==> src/rtl/gcd_pkg.sv <==
// Shared types for the GCD requester: FSM state encoding, default widths and the response record.
package gcd_pkg;

  localparam int GCD_WIDTH = 16;
  localparam int GCD_TAG_W = 4;

  typedef enum logic [1:0] {
    IDLE,
    ISSUE,
    WAIT,
    RESP
  } gcd_req_state_e;

  // Response record at the default widths, for consumers built on the default configuration
  typedef struct packed {
    logic [GCD_WIDTH-1:0] result;
    logic [GCD_TAG_W-1:0] tag;
    logic                 timeout;
  } gcd_rsp_t;

endpackage

==> src/rtl/gcd_req_timer.sv <==
// Watchdog counter for an outstanding GCD job; expire is combinational on the count.
// Zero latency from count to expire; no flow control, it holds at the last count once expired.
module gcd_req_timer #(
  parameter int TIMEOUT_CYC = 1024
) (
  input  logic clk,
  input  logic rst_n,
  input  logic clear,
  input  logic enable,
  output logic expire
);

  localparam int CW = $clog2(TIMEOUT_CYC);
  localparam logic [CW-1:0] LAST = CW'(TIMEOUT_CYC - 1);

  logic [CW-1:0] cnt;

  always_ff @(posedge clk or negedge rst_n) begin
    if (!rst_n) begin
      cnt <= '0;
    end else if (clear) begin
      cnt <= '0;
    end else if (enable && !expire) begin
      cnt <= cnt + 1'b1;
    end
  end

  assign expire = (cnt == LAST);

endmodule

==> src/rtl/gcd_requester.sv <==
// Issues one GCD job at a time to a start/done responder; zero pairs answered locally, watchdog abort.
// Accept->start 1 cycle, done->rsp 1 cycle; req_ready low while a job or an unaccepted response is held.
module gcd_requester
  import gcd_pkg::*;
#(
  parameter int WIDTH       = GCD_WIDTH,
  parameter int TAG_W       = GCD_TAG_W,
  parameter int TIMEOUT_CYC = 1024,
  parameter int CNT_W       = 16
) (
  input  logic             clk,
  input  logic             rst_n,
  input  logic             req_valid,
  output logic             req_ready,
  input  logic [WIDTH-1:0] req_a,
  input  logic [WIDTH-1:0] req_b,
  output logic             gcd_start,
  output logic [WIDTH-1:0] gcd_a,
  output logic [WIDTH-1:0] gcd_b,
  input  logic             gcd_done,
  input  logic [WIDTH-1:0] gcd_result,
  output logic             rsp_valid,
  input  logic             rsp_ready,
  output logic [WIDTH-1:0] rsp_result,
  output logic [TAG_W-1:0] rsp_tag,
  output logic             rsp_timeout,
  output logic [CNT_W-1:0] jobs_done,
  output logic [CNT_W-1:0] jobs_tmo
);

  typedef struct packed {
    logic [WIDTH-1:0] result;
    logic [TAG_W-1:0] tag;
    logic             timeout;
  } rsp_t;

  gcd_req_state_e   state, state_nxt;
  rsp_t             rsp_q;
  logic [TAG_W-1:0] tag_cnt;
  logic             zero_pair, accept, wait_done, wait_tmo, rsp_fire;
  logic             tmr_clear, tmr_en, tmr_expire;

  gcd_req_timer #(
    .TIMEOUT_CYC(TIMEOUT_CYC)
  ) u_timer (
    .clk   (clk),
    .rst_n (rst_n),
    .clear (tmr_clear),
    .enable(tmr_en),
    .expire(tmr_expire)
  );

  assign zero_pair = (req_a == '0) || (req_b == '0);

  always_ff @(posedge clk or negedge rst_n) begin
    if (!rst_n) state <= IDLE;
    else        state <= state_nxt;
  end

  always_comb begin
    state_nxt = state;
    req_ready = 1'b0;
    gcd_start = 1'b0;
    rsp_valid = 1'b0;
    tmr_clear = 1'b0;
    tmr_en    = 1'b0;
    case (state)
      IDLE: begin
        req_ready = 1'b1;
        if (req_valid) state_nxt = zero_pair ? RESP : ISSUE;
      end
      ISSUE: begin
        gcd_start = 1'b1;
        tmr_clear = 1'b1;
        state_nxt = WAIT;
      end
      WAIT: begin
        // done wins over expiry when both land in the same cycle
        if (gcd_done || tmr_expire) state_nxt = RESP;
        else                        tmr_en    = 1'b1;
      end
      RESP: begin
        rsp_valid = 1'b1;
        if (rsp_ready) state_nxt = IDLE;
      end
      default: state_nxt = IDLE;
    endcase
  end

  assign accept    = req_valid && req_ready;
  assign wait_done = (state == WAIT) && gcd_done;
  assign wait_tmo  = (state == WAIT) && !gcd_done && tmr_expire;
  assign rsp_fire  = rsp_valid && rsp_ready;

  always_ff @(posedge clk or negedge rst_n) begin
    if (!rst_n) begin
      gcd_a     <= '0;
      gcd_b     <= '0;
      tag_cnt   <= '0;
      rsp_q     <= '0;
      jobs_done <= '0;
      jobs_tmo  <= '0;
    end else begin
      if (accept) begin
        gcd_a     <= req_a;
        gcd_b     <= req_b;
        rsp_q.tag <= tag_cnt;
        tag_cnt   <= tag_cnt + 1'b1;
        if (zero_pair) begin
          // gcd(x,0)=x and gcd(0,0)=0, so the OR is the answer
          rsp_q.result  <= req_a | req_b;
          rsp_q.timeout <= 1'b0;
        end
      end
      if (wait_done) begin
        rsp_q.result  <= gcd_result;
        rsp_q.timeout <= 1'b0;
      end
      if (wait_tmo) begin
        rsp_q.result  <= '0;
        rsp_q.timeout <= 1'b1;
      end
      if (rsp_fire) begin
        if (jobs_done != '1)                 jobs_done <= jobs_done + 1'b1;
        if (rsp_q.timeout && jobs_tmo != '1) jobs_tmo  <= jobs_tmo + 1'b1;
      end
    end
  end

  assign rsp_result  = rsp_q.result;
  assign rsp_tag     = rsp_q.tag;
  assign rsp_timeout = rsp_q.timeout;

endmodule

==> config.mk <==
export PLATFORM = sky130hd
export DESIGN_NAME = gcd_requester
export DESIGN_NICKNAME = d
export VERILOG_FILES = /design/src/rtl/gcd_pkg.sv /design/src/rtl/gcd_req_timer.sv /design/src/rtl/gcd_requester.sv
export SDC_FILE = /design/constraint.sdc
export NUM_CORES = 1
export LEC_CHECK = 0
export CAP_MARGIN = 20
export CELL_PAD_IN_SITES_DETAIL_PLACEMENT = 1
export CELL_PAD_IN_SITES_GLOBAL_PLACEMENT = 1
export CORE_MARGIN = 2
export CORE_UTILIZATION = 34
export CTS_BUF_LIST = sky130_fd_sc_hd__clkbuf_4
export CTS_CLUSTER_DIAMETER = 100
export DETAILED_ROUTE_END_ITERATION = 8
export HOLD_SLACK_MARGIN = 0.1
export MAX_ROUTING_LAYER = met4
export PLACE_DENSITY = 0.84
export RECOVER_POWER = 50
export SLEW_MARGIN = 10
export SYNTH_ARGS = -nofsm -noshare
export SYNTH_HDL_FRONTEND = slang
export SYNTH_SLANG_ARGS = --single-unit
==> constraint.sdc <==
create_clock -name clk -period 1.7 [get_ports clk]
set_input_delay 0.51 -clock clk [delete_from_list [all_inputs] [get_ports clk]]
set_output_delay 0.51 -clock clk [all_outputs]
set_load 0.02 [all_outputs]
==> impl_metrics.prom <==
# TYPE chip_impl_metric gauge
chip_impl_info{name="run_status",value="complete, but fails checks"} 1
chip_impl_info{name="violations",value="negative setup slack"} 1
chip_impl_info{name="critical_path.most_common_cell",value="sky130_fd_sc_hd__buf_6"} 1
chip_impl_metric{name="synth_seq_area_share",unit="%"} 53.8
chip_impl_metric{name="syn-instance-count",unit=""} 400
chip_impl_info{name="path_cells",value="buf_6 -> ha_4 -> buf_6"} 1
chip_impl_metric{name="cp.required",unit="ns"} 1.19
chip_impl_metric{name="power.leakage",unit="uW"} 0.00361
chip_impl_metric{name="post_synth_instance_area",unit="sq mm"} 0.00470
chip_impl_metric{name="cp.buffers_inverters",unit=""} 2
chip_impl_metric{name="synthesis.nets",unit=""} 462
chip_impl_info{name="critical_path_class",value="register to primary output"} 1
chip_impl_metric{name="layout.filler_cells",unit=""} 1453
chip_impl_metric{name="wirelength",unit="microns"} 19200
chip_impl_metric{name="max_cap_violations",unit=""} 0
chip_impl_metric{name="timing_hold_violations_final",unit=""} 0
chip_impl_metric{name="drcViolationCount",unit=""} 0
chip_impl_metric{name="tritoncts_buffers",unit=""} 9
chip_impl_metric{name="crit_path_max_incr_delay",unit="ns"} 0.49
chip_impl_info{name="min_path_type",value="input pin to register"} 1
chip_impl_metric{name="ctsLongestPathBuffers",unit=""} 2
chip_impl_metric{name="finalInstanceArea",unit="sq mm"} 0.00769
chip_impl_metric{name="layout_min_cycle_time",unit="ns"} 1.93
chip_impl_info{name="netlist.top_cell.by_area",value="sky130_fd_sc_hd__dfrtp_1"} 1
chip_impl_metric{name="die_h",unit="microns"} 122
chip_impl_metric{name="synth-async-reset-ratio",unit="%"} 100
chip_impl_metric{name="final_setup_skew",unit="ns"} 0.0120
chip_impl_metric{name="initial_util",unit="%"} 35.2
chip_impl_metric{name="io_buffers",unit=""} 140
chip_impl_metric{name="first_global_vias",unit=""} 4936
chip_impl_info{name="synth_flop_cell",value="sky130_fd_sc_hd__dfrtp_1"} 1
chip_impl_metric{name="drt_first_pass_iters",unit=""} 4
chip_impl_info{name="critical_path.startpoint_type",value="register"} 1
chip_impl_metric{name="avgRoutedWirePerCell",unit="microns"} 22.6
chip_impl_info{name="worst_path_max_delay_cell",value="sky130_fd_sc_hd__dfrtp_2"} 1
chip_impl_metric{name="floorplan.io_pins",unit=""} 141
chip_impl_metric{name="placedInstanceArea",unit="sq mm"} 0.00690
chip_impl_metric{name="gpl.final_weighted_congestion",unit=""} 0.895
chip_impl_metric{name="dr.first_iter.drc_count",unit=""} 270
chip_impl_metric{name="finalCoreUtilization",unit="%"} 57.6
chip_impl_metric{name="fp.dieArea",unit="sq mm"} 0.0148
chip_impl_info{name="cts_tree",value="built"} 1
chip_impl_metric{name="timing.final.crit_share",unit="%"} 114
chip_impl_metric{name="core",unit="sq mm"} 0.0133
chip_impl_info{name="post_synth_main_area_contributors",value="sky130_fd_sc_hd__dfrtp_1 54%, sky130_fd_sc_hd__mux2_2 9.4%, sky130_fd_sc_hd__xnor2_1 4.8%, sky130_fd_sc_hd__o22a_1 3.0%, sky130_fd_sc_hd__and3_1 2.9%"} 1
chip_impl_metric{name="syn-mean-instance-area",unit="sq um"} 11.7
chip_impl_metric{name="grtUsageTotal",unit="%"} 24.4
chip_impl_info{name="clk_root_buffer_cell",value="sky130_fd_sc_hd__clkbuf_4"} 1
chip_impl_info{name="crit_family",value="flip-flops"} 1
chip_impl_metric{name="nets",unit=""} 732
chip_impl_info{name="setup.worst_path.end_class",value="primary output"} 1
chip_impl_metric{name="globalRouteOverflowTotal",unit=""} 0
chip_impl_metric{name="irDropWorstVdd",unit="uV"} 445
chip_impl_metric{name="critical_path_arrival",unit="ns"} 1.42
chip_impl_metric{name="fp-row-count",unit=""} 42
chip_impl_metric{name="areaGrowthSynthToFinish",unit="%"} 63.8
chip_impl_metric{name="yosysWarnings",unit=""} 0
chip_impl_metric{name="critical_path.max_fanout",unit=""} 3
chip_impl_metric{name="die_wd",unit="microns"} 122
chip_impl_metric{name="synthDistinctLibCells",unit=""} 46
chip_impl_metric{name="synth_edf_count",unit=""} 0
chip_impl_metric{name="antenna_found_initial",unit=""} 1
chip_impl_metric{name="yosys.area.top_type_share",unit="%"} 53.8
chip_impl_metric{name="layout_cell_share_with_drive_strength_beyond_1",unit="%"} 53.0
chip_impl_metric{name="number_of_routed_nets_with_antenna_violations",unit=""} 0
chip_impl_info{name="synthMostInstantiatedCell",value="sky130_fd_sc_hd__dfrtp_1"} 1
chip_impl_metric{name="clock_insertion_delay_worst_skew",unit="ns"} 0.49
chip_impl_metric{name="clk_pin_slew_worst_paths",unit="ns"} 0.15
chip_impl_metric{name="synth-seq-cells",unit=""} 101
chip_impl_metric{name="slew-limit-headroom",unit="%"} 49.9
chip_impl_info{name="rsz0062_at_grt",value="yes"} 1
chip_impl_metric{name="maximum_number_of_pins_on_one_net_before_global_route_repair",unit=""} 43
chip_impl_metric{name="post_drt_via_cell_ratio",unit=""} 5.24
chip_impl_metric{name="worstMarginPinSlew",unit="ns"} 0.751
chip_impl_metric{name="routed-via-count",unit=""} 4468
chip_impl_metric{name="finalMaxSlewViolations",unit=""} 0
chip_impl_metric{name="place_hpwl",unit="microns"} 11700
chip_impl_metric{name="setup_viol_count_final",unit=""} 33
chip_impl_metric{name="pwr_density_cell",unit="mW/mm^2"} 1380
chip_impl_metric{name="cts_htree_levels",unit=""} 3
chip_impl_metric{name="setup_ws",unit="ns"} -0.233
chip_impl_metric{name="grt_pass1_wl",unit="microns"} 26600
chip_impl_metric{name="maxClockFrequency",unit="GHz"} 0.517
chip_impl_metric{name="cts_num_sinks",unit=""} 101
chip_impl_info{name="ys_top_cells_by_count",value="101 x sky130_fd_sc_hd__dfrtp_1, 39 x sky130_fd_sc_hd__mux2_2, 34 x sky130_fd_sc_hd__nor2_1, 26 x sky130_fd_sc_hd__xnor2_1, 24 x sky130_fd_sc_hd__nand3_1"} 1
==> layout by cell type, fill, tap and decap left out, drive strengths merged, types with 2 or more instances in the layout <==
cell	n
inv	6
nand3	24
clkbuf	20
dfrtp	101
clkdlybuf4s50	26
nor2b	3
o22a	16
nor4	10
buf	184
ha	9
xnor2	26
and4	3
o21ai	3
nor2	34
nor4b	2
dlymetal6s2s	4
or3	2
dlygate4sd2	18
and3	22
clkdlybuf4s15	32
a21oi	19
nand2	23
mux2	41
a311oi	2
xor2	13
clkinv	3
nor3	6
nand4	10
==> stage by stage <==
step | hold WS [ns] | power, uW | setup TNS [ns] | std cells | setup WS, ns
5_1_grt | 0.415 | 11100 | -6.31 | 852 | -0.285
6_report | 0.433 | 10600 | -4.00 | 852 | -0.233
4_1_cts | 0.454 | 10100 | -1.22 | 827 | -0.205
3_5_place_dp | 0.462 | 8770 | -32.86 | 777 | -0.754
2_1_floorplan | 0.214 | 6180 | -0.450 | 400 | -0.0629
3_3_place_gp | 0.454 | 8500 | -30.14 | 777 | -0.741
==> sequential cells by signal (all words and copies together), names as in the netlist <==
register and flops:
gcd_a 16, state 2, rsp_result 16, jobs_done 16, tag_cnt 4, rsp_timeout 1, jobs_tmo 16, gcd_b 16
rsp_tag 4, u_timer.cnt 10
==> worst min-delay path: cells and delay by family <==
family                 cells  cell delay [ns]
buffers and inverters      2             0.25
muxes                      1             0.13
==> layer usage <==
layer	GRT usage, %	vias up	share of wire, %
li1	-	1975	-
met1	26.8	2304	38
met2	44.2	132	54
met3	3.46	57	3.8
met4	10.1	0	4.1
met5	-	-	0
==> timing repair <==
action                                 CTS  global route
setup endpoints to repair              163           133
buffers inserted                        33            26
hold buffers                             1             0
cloned                                   0             1
endpoints found under the hold margin   22             0
pin swaps                               18            34
gates resized for setup                350           120
==> report_power, final <==
group          leakage (uW)  internal [uW]  switching (uW)
clock             0.0000692            360             825
sequential          0.00125           3210             576
combinational       0.00229           2730            2880
total               0.00361           6300            4280
==> worst paths after layout <==
path | startpoint | cells after the start | endpoint | slack [ns]
setup / recovery | state[0] | 3 | gcd_start | -0.23
hold / removal | req_a[11] | 3 | gcd_a[11] | 0.43
setup reg to reg | u_timer.cnt[0] | 8 | state[0] | -0.20
hold reg to reg | tag_cnt[3] | 1 | tag_cnt[3] | 0.48
max in group asynchronous | rst_n | 3 | gcd_b[1] | 0.15
min in group asynchronous | rst_n | 2 | rsp_result[12] | 0.60
==> area by class of cell <==
| type | count | area [sq um] | area share (%) |
|---|---|---|---|
| multi-input cells | 280 | 2530 | 32.9 |
| diodes | 1 | 2.50 | 0.0325 |
| well taps | 176 | 220 | 2.86 |
| repair buffers | 272 | 2260 | 29.4 |
| flip-flops and latches | 101 | 2540 | 33.1 |
| clock buffers | 13 | 97.6 | 1.27 |
| clock inverters | 3 | 13.8 | 0.179 |
| inverters | 6 | 27.5 | 0.358 |
==> logic make-up after synthesis <==
group           Yosys count  share of synthesized area, %
simple gates            142                          16.4
compound gates           48                          8.15
mux                      42                          10.0
xor+xnor                 39                          7.27
buf+inv                  19                          1.97
fa+ha+maj                 9                          2.40
flops                   101                          53.8
No activity file was read; power rests on OpenSTA's default activity.
